`config.mk`:
```
export PLATFORM = sky130hd
export DESIGN_NAME = spi_slave_stream
export DESIGN_NICKNAME = d
export VERILOG_FILES = /design/src/rtl/spi_pkg.sv /design/src/rtl/spi_rx_fifo.sv /design/src/rtl/spi_slave_stream.sv
export SDC_FILE = /design/constraint.sdc
export NUM_CORES = 1
export LEC_CHECK = 0
export CAP_MARGIN = 20
export CORE_MARGIN = 2
export CORE_UTILIZATION = 57
export CTS_CLUSTER_DIAMETER = 200
export DETAILED_ROUTE_END_ITERATION = 10
export PLACE_DENSITY = 0.78
export SYNTH_ARGS = -nofsm -noshare
export SYNTH_HDL_FRONTEND = slang
export SYNTH_SLANG_ARGS = --single-unit
```
`constraint.sdc`:
```
create_clock -name clk -period 1.8 [get_ports clk]
set_input_delay 0.54 -clock clk [delete_from_list [all_inputs] [get_ports clk]]
set_output_delay 0.54 -clock clk [all_outputs]
set_load 0.02 [all_outputs]
```
`src/rtl/spi_pkg.sv`:
```
// Shared SPI slave types, constants and the spi_clk edge decoder.
package spi_pkg;

    typedef struct packed {
        logic cpol;
        logic cpha;
    } spi_mode_t;

    typedef struct packed {
        logic sample;
        logic shift;
    } spi_strobe_t;

    localparam int unsigned SPI_SYNC_STAGES = 2;

    // Leading edge leaves the idle level, trailing edge returns to it.
    function automatic spi_strobe_t spi_edge_decode(input logic prev, input logic cur,
                                                    input logic cpol, input logic cpha);
        spi_strobe_t s;
        logic leading;
        logic trailing;
        leading  = (prev == cpol) && (cur != cpol);
        trailing = (prev != cpol) && (cur == cpol);
        s.sample = cpha ? trailing : leading;
        s.shift  = cpha ? leading : trailing;
        return s;
    endfunction

endpackage

```
`src/rtl/spi_rx_fifo.sv`:
```
// Synchronous ready/valid FIFO for received SPI words; drops pushes when full.
module spi_rx_fifo #(
    parameter int unsigned WIDTH = 8,
    parameter int unsigned DEPTH = 4
) (
    input  logic             clk,
    input  logic             rst,
    input  logic             push,
    input  logic [WIDTH-1:0] push_data,
    output logic             full,
    output logic             drop,
    output logic [WIDTH-1:0] pop_data,
    output logic             pop_valid,
    input  logic             pop_ready
);

    localparam int unsigned AW = $clog2(DEPTH);

    logic [WIDTH-1:0] mem [DEPTH];
    logic [AW:0]      wr_ptr;
    logic [AW:0]      rd_ptr;
    logic             empty;
    logic             do_push;
    logic             do_pop;

    assign empty     = (wr_ptr == rd_ptr);
    assign full      = (wr_ptr[AW] != rd_ptr[AW]) && (wr_ptr[AW-1:0] == rd_ptr[AW-1:0]);
    assign do_pop    = !empty && pop_ready;
    // A same-cycle pop frees the slot, so a push into a full FIFO still lands.
    assign do_push   = push && (!full || do_pop);
    assign drop      = push && !do_push;
    assign pop_valid = !empty;
    assign pop_data  = empty ? '0 : mem[rd_ptr[AW-1:0]];

    always_ff @(posedge clk) begin
        if (rst) begin
            wr_ptr <= '0;
            rd_ptr <= '0;
        end else begin
            if (do_push) wr_ptr <= wr_ptr + (AW + 1)'(1);
            if (do_pop)  rd_ptr <= rd_ptr + (AW + 1)'(1);
        end
    end

    always_ff @(posedge clk) begin
        if (do_push) mem[wr_ptr[AW-1:0]] <= push_data;
    end

endmodule

```
`src/rtl/spi_slave_stream.sv`:
```
// SPI slave with TX holding register and RX FIFO, all in the clk domain.
// Define SPI_LSB_FIRST_EN to shift both directions LSB first.
module spi_slave_stream
    import spi_pkg::*;
#(
    parameter int unsigned WIDTH    = 8,
    parameter int unsigned RX_DEPTH = 4,
    parameter int unsigned CPOL     = 0,
    parameter int unsigned CPHA     = 0
) (
    input  logic             clk,
    input  logic             rst,
    input  logic             spi_clk,
    input  logic             cs_n,
    input  logic             mosi,
    output logic             miso,
    input  logic [WIDTH-1:0] tx_data,
    input  logic             tx_valid,
    output logic             tx_ready,
    output logic [WIDTH-1:0] rx_data,
    output logic             rx_valid,
    input  logic             rx_ready,
    output logic             overrun,
    output logic             underrun,
    output logic             busy
);

    localparam int unsigned CW = $clog2(WIDTH + 1);
    localparam spi_mode_t MODE = '{cpol: 1'(CPOL), cpha: 1'(CPHA)};

    logic [SPI_SYNC_STAGES-1:0] sclk_sync, csn_sync, mosi_sync;
    logic sclk_prev, csn_prev, sclk_s, csn_s, mosi_s;
    logic cs_fall, cs_rise, sample, shift, word_done, word_start;
    spi_strobe_t strobe;

    logic             frame_active, tx_full, tx_pend, push, fifo_drop;
    logic [CW-1:0]    bit_cnt;
    logic [WIDTH-2:0] shift_rx;
    logic [WIDTH-1:0] shift_tx, tx_hold, rx_word, tx_next, push_data;

    // cs_n flops reset to "asserted" so a frame already running at reset is ignored.
    always_ff @(posedge clk) begin
        if (rst) begin
            sclk_sync <= {SPI_SYNC_STAGES{MODE.cpol}};
            sclk_prev <= MODE.cpol;
            csn_sync  <= '0;
            csn_prev  <= 1'b0;
            mosi_sync <= '0;
        end else begin
            sclk_sync <= {sclk_sync[SPI_SYNC_STAGES-2:0], spi_clk};
            csn_sync  <= {csn_sync[SPI_SYNC_STAGES-2:0], cs_n};
            mosi_sync <= {mosi_sync[SPI_SYNC_STAGES-2:0], mosi};
            sclk_prev <= sclk_s;
            csn_prev  <= csn_s;
        end
    end

    assign sclk_s  = sclk_sync[SPI_SYNC_STAGES-1];
    assign csn_s   = csn_sync[SPI_SYNC_STAGES-1];
    assign mosi_s  = mosi_sync[SPI_SYNC_STAGES-1];
    assign strobe  = spi_edge_decode(sclk_prev, sclk_s, MODE.cpol, MODE.cpha);
    assign cs_fall = csn_prev & ~csn_s;
    assign cs_rise = ~csn_prev & csn_s;
    assign sample  = frame_active & ~cs_rise & strobe.sample;
    assign shift   = frame_active & ~cs_rise & strobe.shift;

`ifdef SPI_LSB_FIRST_EN
    assign rx_word = {mosi_s, shift_rx};
    assign tx_next = {1'b0, shift_tx[WIDTH-1:1]};
    assign miso    = frame_active & shift_tx[0];
`else
    assign rx_word = {shift_rx, mosi_s};
    assign tx_next = {shift_tx[WIDTH-2:0], 1'b0};
    assign miso    = frame_active & shift_tx[WIDTH-1];
`endif

    assign word_done  = sample && (bit_cnt == CW'(WIDTH - 1));
    assign word_start = (cs_fall && !MODE.cpha) || (shift && (bit_cnt == '0));
    assign tx_ready   = ~tx_full;
    assign busy       = frame_active;

    // The cs_n-fall load only peeks at the holding register; it is consumed on the
    // first sampled bit so an empty frame leaves the held word in place.
    always_ff @(posedge clk) begin
        if (rst) begin
            frame_active <= 1'b0;
            bit_cnt      <= '0;
            shift_rx     <= '0;
            shift_tx     <= '0;
            tx_hold      <= '0;
            tx_full      <= 1'b0;
            tx_pend      <= 1'b0;
            underrun     <= 1'b0;
            overrun      <= 1'b0;
            push         <= 1'b0;
            push_data    <= '0;
        end else begin
            push <= word_done;
            if (word_done) push_data <= rx_word;
            if (fifo_drop) overrun <= 1'b1;
            if (tx_valid && tx_ready) begin
                tx_hold <= tx_data;
                tx_full <= 1'b1;
            end
            if (cs_rise) begin
                frame_active <= 1'b0;
                bit_cnt      <= '0;
                tx_pend      <= 1'b0;
            end else if (cs_fall) begin
                frame_active <= 1'b1;
                bit_cnt      <= '0;
            end else if (sample) begin
`ifdef SPI_LSB_FIRST_EN
                shift_rx <= rx_word[WIDTH-1:1];
`else
                shift_rx <= rx_word[WIDTH-2:0];
`endif
                bit_cnt <= word_done ? '0 : bit_cnt + CW'(1);
                if (tx_pend) begin
                    tx_full <= 1'b0;
                    tx_pend <= 1'b0;
                end
            end
            if (word_start) begin
                shift_tx <= tx_full ? tx_hold : '0;
                if (!tx_full) underrun <= 1'b1;
                else if (cs_fall) tx_pend <= 1'b1;
                else tx_full <= 1'b0;
            end else if (shift) begin
                shift_tx <= tx_next;
            end
        end
    end

    spi_rx_fifo #(
        .WIDTH(WIDTH),
        .DEPTH(RX_DEPTH)
    ) u_rx_fifo (
        .clk      (clk),
        .rst      (rst),
        .push     (push),
        .push_data(push_data),
        .full     (),
        .drop     (fifo_drop),
        .pop_data (rx_data),
        .pop_valid(rx_valid),
        .pop_ready(rx_ready)
    );

endmodule

```
==> summary.txt <==
Synthesis
  – Post-synthesis sequential area ratio: 58.6%
  – Syn. warnings: 0
  – Share of async-settable or async-resettable flops after synthesis: 0%
  – Synth Register Bits: 89
  – Area leader, netlist: dfxtp_1
  – Most frequent cells after synthesis: dfxtp_1 (57), nor2_1 (33), edfxtp_1 (32), nor2b_1 (30), mux2i_1 (18)
  – Synth unique cells: 42
  – Number of synthesized flops with an enable pin: 32
  – Syn_nets: 329
  – Top-area cell type share of the netlist area: 31.8%
  – Mapped cell area: 3590 µm²
  – Most common cell in the netlist: dfxtp_1
  – Synth top area cells: dfxtp_1 (32%), edfxtp_1 (27%), nor2b_1 (5.2%)
  – Synth Flop Type: dfxtp_1
  – Post-Syn Instances: 307
  – Avg Inst Size Synth: 11.7 µm²

STA
  – RSZ-0062 raised after global routing: yes
  – Final setup margin: -366 ps
  – Max Freq: 462 MHz
  – Final hold vios: 0
  – Clock Skews: 11.5 ps
  – Final Slew Violations: 0
  – Final Critical Period: 2170 ps
  – Slew of the pin with the lowest slew margin: 392 ps
  – Hold_ws: 443 ps
  – # setup viols final: 9
  – Slew headroom: 73.5%
  – Final period utilization: 120%

Die
  – Core Area: 5990 µm²
  – Initial Util: 59.9%
  – # rows: 28
  – Die area: 6950 µm²
  – Die width: 83.3 µm
  – Ports: 29
  – Vert. Die Dim: 83.3 µm

CTS
  – Root buf cell: clkbuf_8
  – Sink Count: 89
  – Worst skew pair latency: 350 ps
  – Max Root-Sink Buffers: 2
  – CTS Buf Count: 9
  – CTS H-tree lvls: 3
  – Clock slew seen by the registers of the worst setup and hold paths: 90 ps
  – CTS tree: done

Global routing
  – Total congestion overflow: 0
  – Largest net degree at the start of global routing: 52
  – Initial antenna violation count: 0
  – GRT Total Usage: 19.8%
  – Vias in the first global route: 2373
  – First-pass GRT wire length: 11.0 mm

Placement
  – Number of port buffers: 28
  – DP Worst Slack: -459 ps
  – HPWL after DPL: 4.49 mm
  – DP Cell Count: 420
  – Placer Congestion: 0.844
  – Placed cell area: 4140 µm²

Layout
  – Filler Cell Count: 398
  – Fin area: 4510 µm²
  – P&R area growth vs syn: 25.8%
  – ANT cells: 0
  – Layout cell share with drive strength beyond 1: 23.9%
  – Final Non-Filler Cells: 443
  – Nets: 385

Worst setup path
  – Crit path launch type: flip-flop
  – R2r setup slk: 0 ps
  – Worst R2R End: u_rx_fifo.mem[2][5]
  – RR Startpoint: u_rx_fifo.wr_ptr[1]
  – Worst EP required: 1260 ps
  – Critical Path End Type: primary output
  – Crit-path max FO: 7
  – Setup CP Type: flip-flop to primary output
  – Critical path arrival: 1630 ps
  – FF-to-FF path depth: 7

Min path
  – Hold Path Depth: 1
  – Worst hold path type: flip-flop to flip-flop
  – Hold Path End: mosi_sync[1]
  – Worst Min Path Start: mosi_sync[0]

Status
  – Violated checks: negative setup slack
  – Status: complete, but fails checks

Power
  – Comb power frac: 3.9%
  – Clk pwr share: 37.7%
  – Part of the power in registers: 58.4%
  – Switching power: 0.752 mW
  – Sw frac: 21.0%
  – Tot Pwr: 3.58 mW
  – Peak VDD IR: 0.000762 V
  – Cell leakage power: 1.76 nW
  – Pwr Density: 794 nW/µm²
  – Int Power: 2.83 mW

Detailed routing
  – Final antenna-violating net count: 0
  – Pre-antenna DRT Iters: 4
  – Drt wl/cell: 15.2 µm
  – DR vias: 2423
  – Initial DRC count: 158
  – Vias/cell: 5.47
  – Total Routed Length: 6.71 mm
  – Remaining DRCs: 0

Flow run
  – Max-cap violations: 0
[through the flow]
stage	TNS, ps	utilization (%)
after global placement	-15130	69.1
after floorplan	0	-
final	-3090	75.3
after global routing	-4000	75.3
after CTS	-3360	72.2
after detailed placement	-17260	69.1
[worst max-delay path by stage]
stage | to | startpoint | cells past startpoint | slack, ps
after global routing | rx_data[6] | u_rx_fifo.wr_ptr[2] | 5 | -420
after CTS | rx_data[3] | flip-flop | 4 | -390
after floorplan | rx_data[0] | flip-flop | 3 | 10
final | rx_data[1] | flip-flop | 4 | -370
after detailed placement | rx_data[3] | flip-flop | 4 | -460
after global placement | rx_data[0] | u_rx_fifo.wr_ptr[1] | 4 | -420
[critical path, stage by stage, from the launching register on]
cell,delay [ps]
dfxtp_4,370
buf_12,130
mux4_2,480
nor2b_1,140
buf_2,160
[per-layer routing]
metal	track usage, %	routed length, µm
met1	26.0	3110
met4	7.90	94
met5	0	0
met3	3.38	270
met2	32.8	3240
[flip-flops by register name, summed over array words and instances (netlist names), 3 cells and up, named ones only]
name	flops
u_rx_fifo.wr_ptr	3
u_rx_fifo.mem	32
shift_rx	7
shift_tx	8
tx_hold	8
u_rx_fifo.rd_ptr	3
push_data	8
bit_cnt	4
[power by group through the flow]
stage	sequential (mW)	combinational (mW)	clock (mW)
6_report	2.09	0.139	1.35
3_3_place_gp	2.15	0.137	0
3_5_place_dp	2.15	0.138	0
2_1_floorplan	2.15	0.0701	0
5_1_grt	2.10	0.151	1.45
4_1_cts	2.10	0.136	1.36
[layout by cell type (no fill, tap or decap), types with 8 or more instances in the layout]
cell type,instances
a21oi_1,16
buf_4,25
buf_6,10
clkbuf_8,10
clkdlybuf4s50_1,12
dfxtp_1,52
edfxtp_1,32
inv_1,12
mux2i_1,18
mux4_2,8
nand2_1,10
nand3_1,11
nor2_1,29
nor2b_1,26
o21ai_0,11
[cell type report]
class | instances | area [µm²] | share of cell area, %
inverter | 13 | 48.8 | 1.08
clock inverter | 5 | 56.3 | 1.25
multi-input combinational | 190 | 1500 | 33.3
sequential | 89 | 2120 | 46.9
tap | 75 | 93.8 | 2.08
timing repair buffer | 60 | 553 | 12.3
clock buffer | 11 | 141 | 3.13
[logic make-up (layout without fill, tap and decap cells)]
logic type / Yosys count / count (layout) / share of synthesized area [%]
AND/OR/NAND/NOR: 104 / 104 / 15.3
buffers and inverters: 28 / 89 / 3.14
AO/OA/AOI/OAI: 45 / 45 / 8.54
multiplexers: 26 / 26 / 10.0
XOR/XNOR: 8 / 8 / 1.95
flip-flops: 89 / 89 / 58.6
adder cells (fa/ha/maj): 7 / 7 / 2.44
[repair_timing]
| item | in CTS | in global routing |
|---|---|---|
| setup buffers | 2 | 6 |
| cloned | 0 | 0 |
| pin swaps | 2 | 3 |
| hold endpoints to repair | 0 | 0 |
| setup endpoints to repair | 38 | 37 |
| gates resized for setup | 49 | 38 |
| hold buffers | 0 | 0 |
Note: power is estimated with default switching activity, not from simulation.
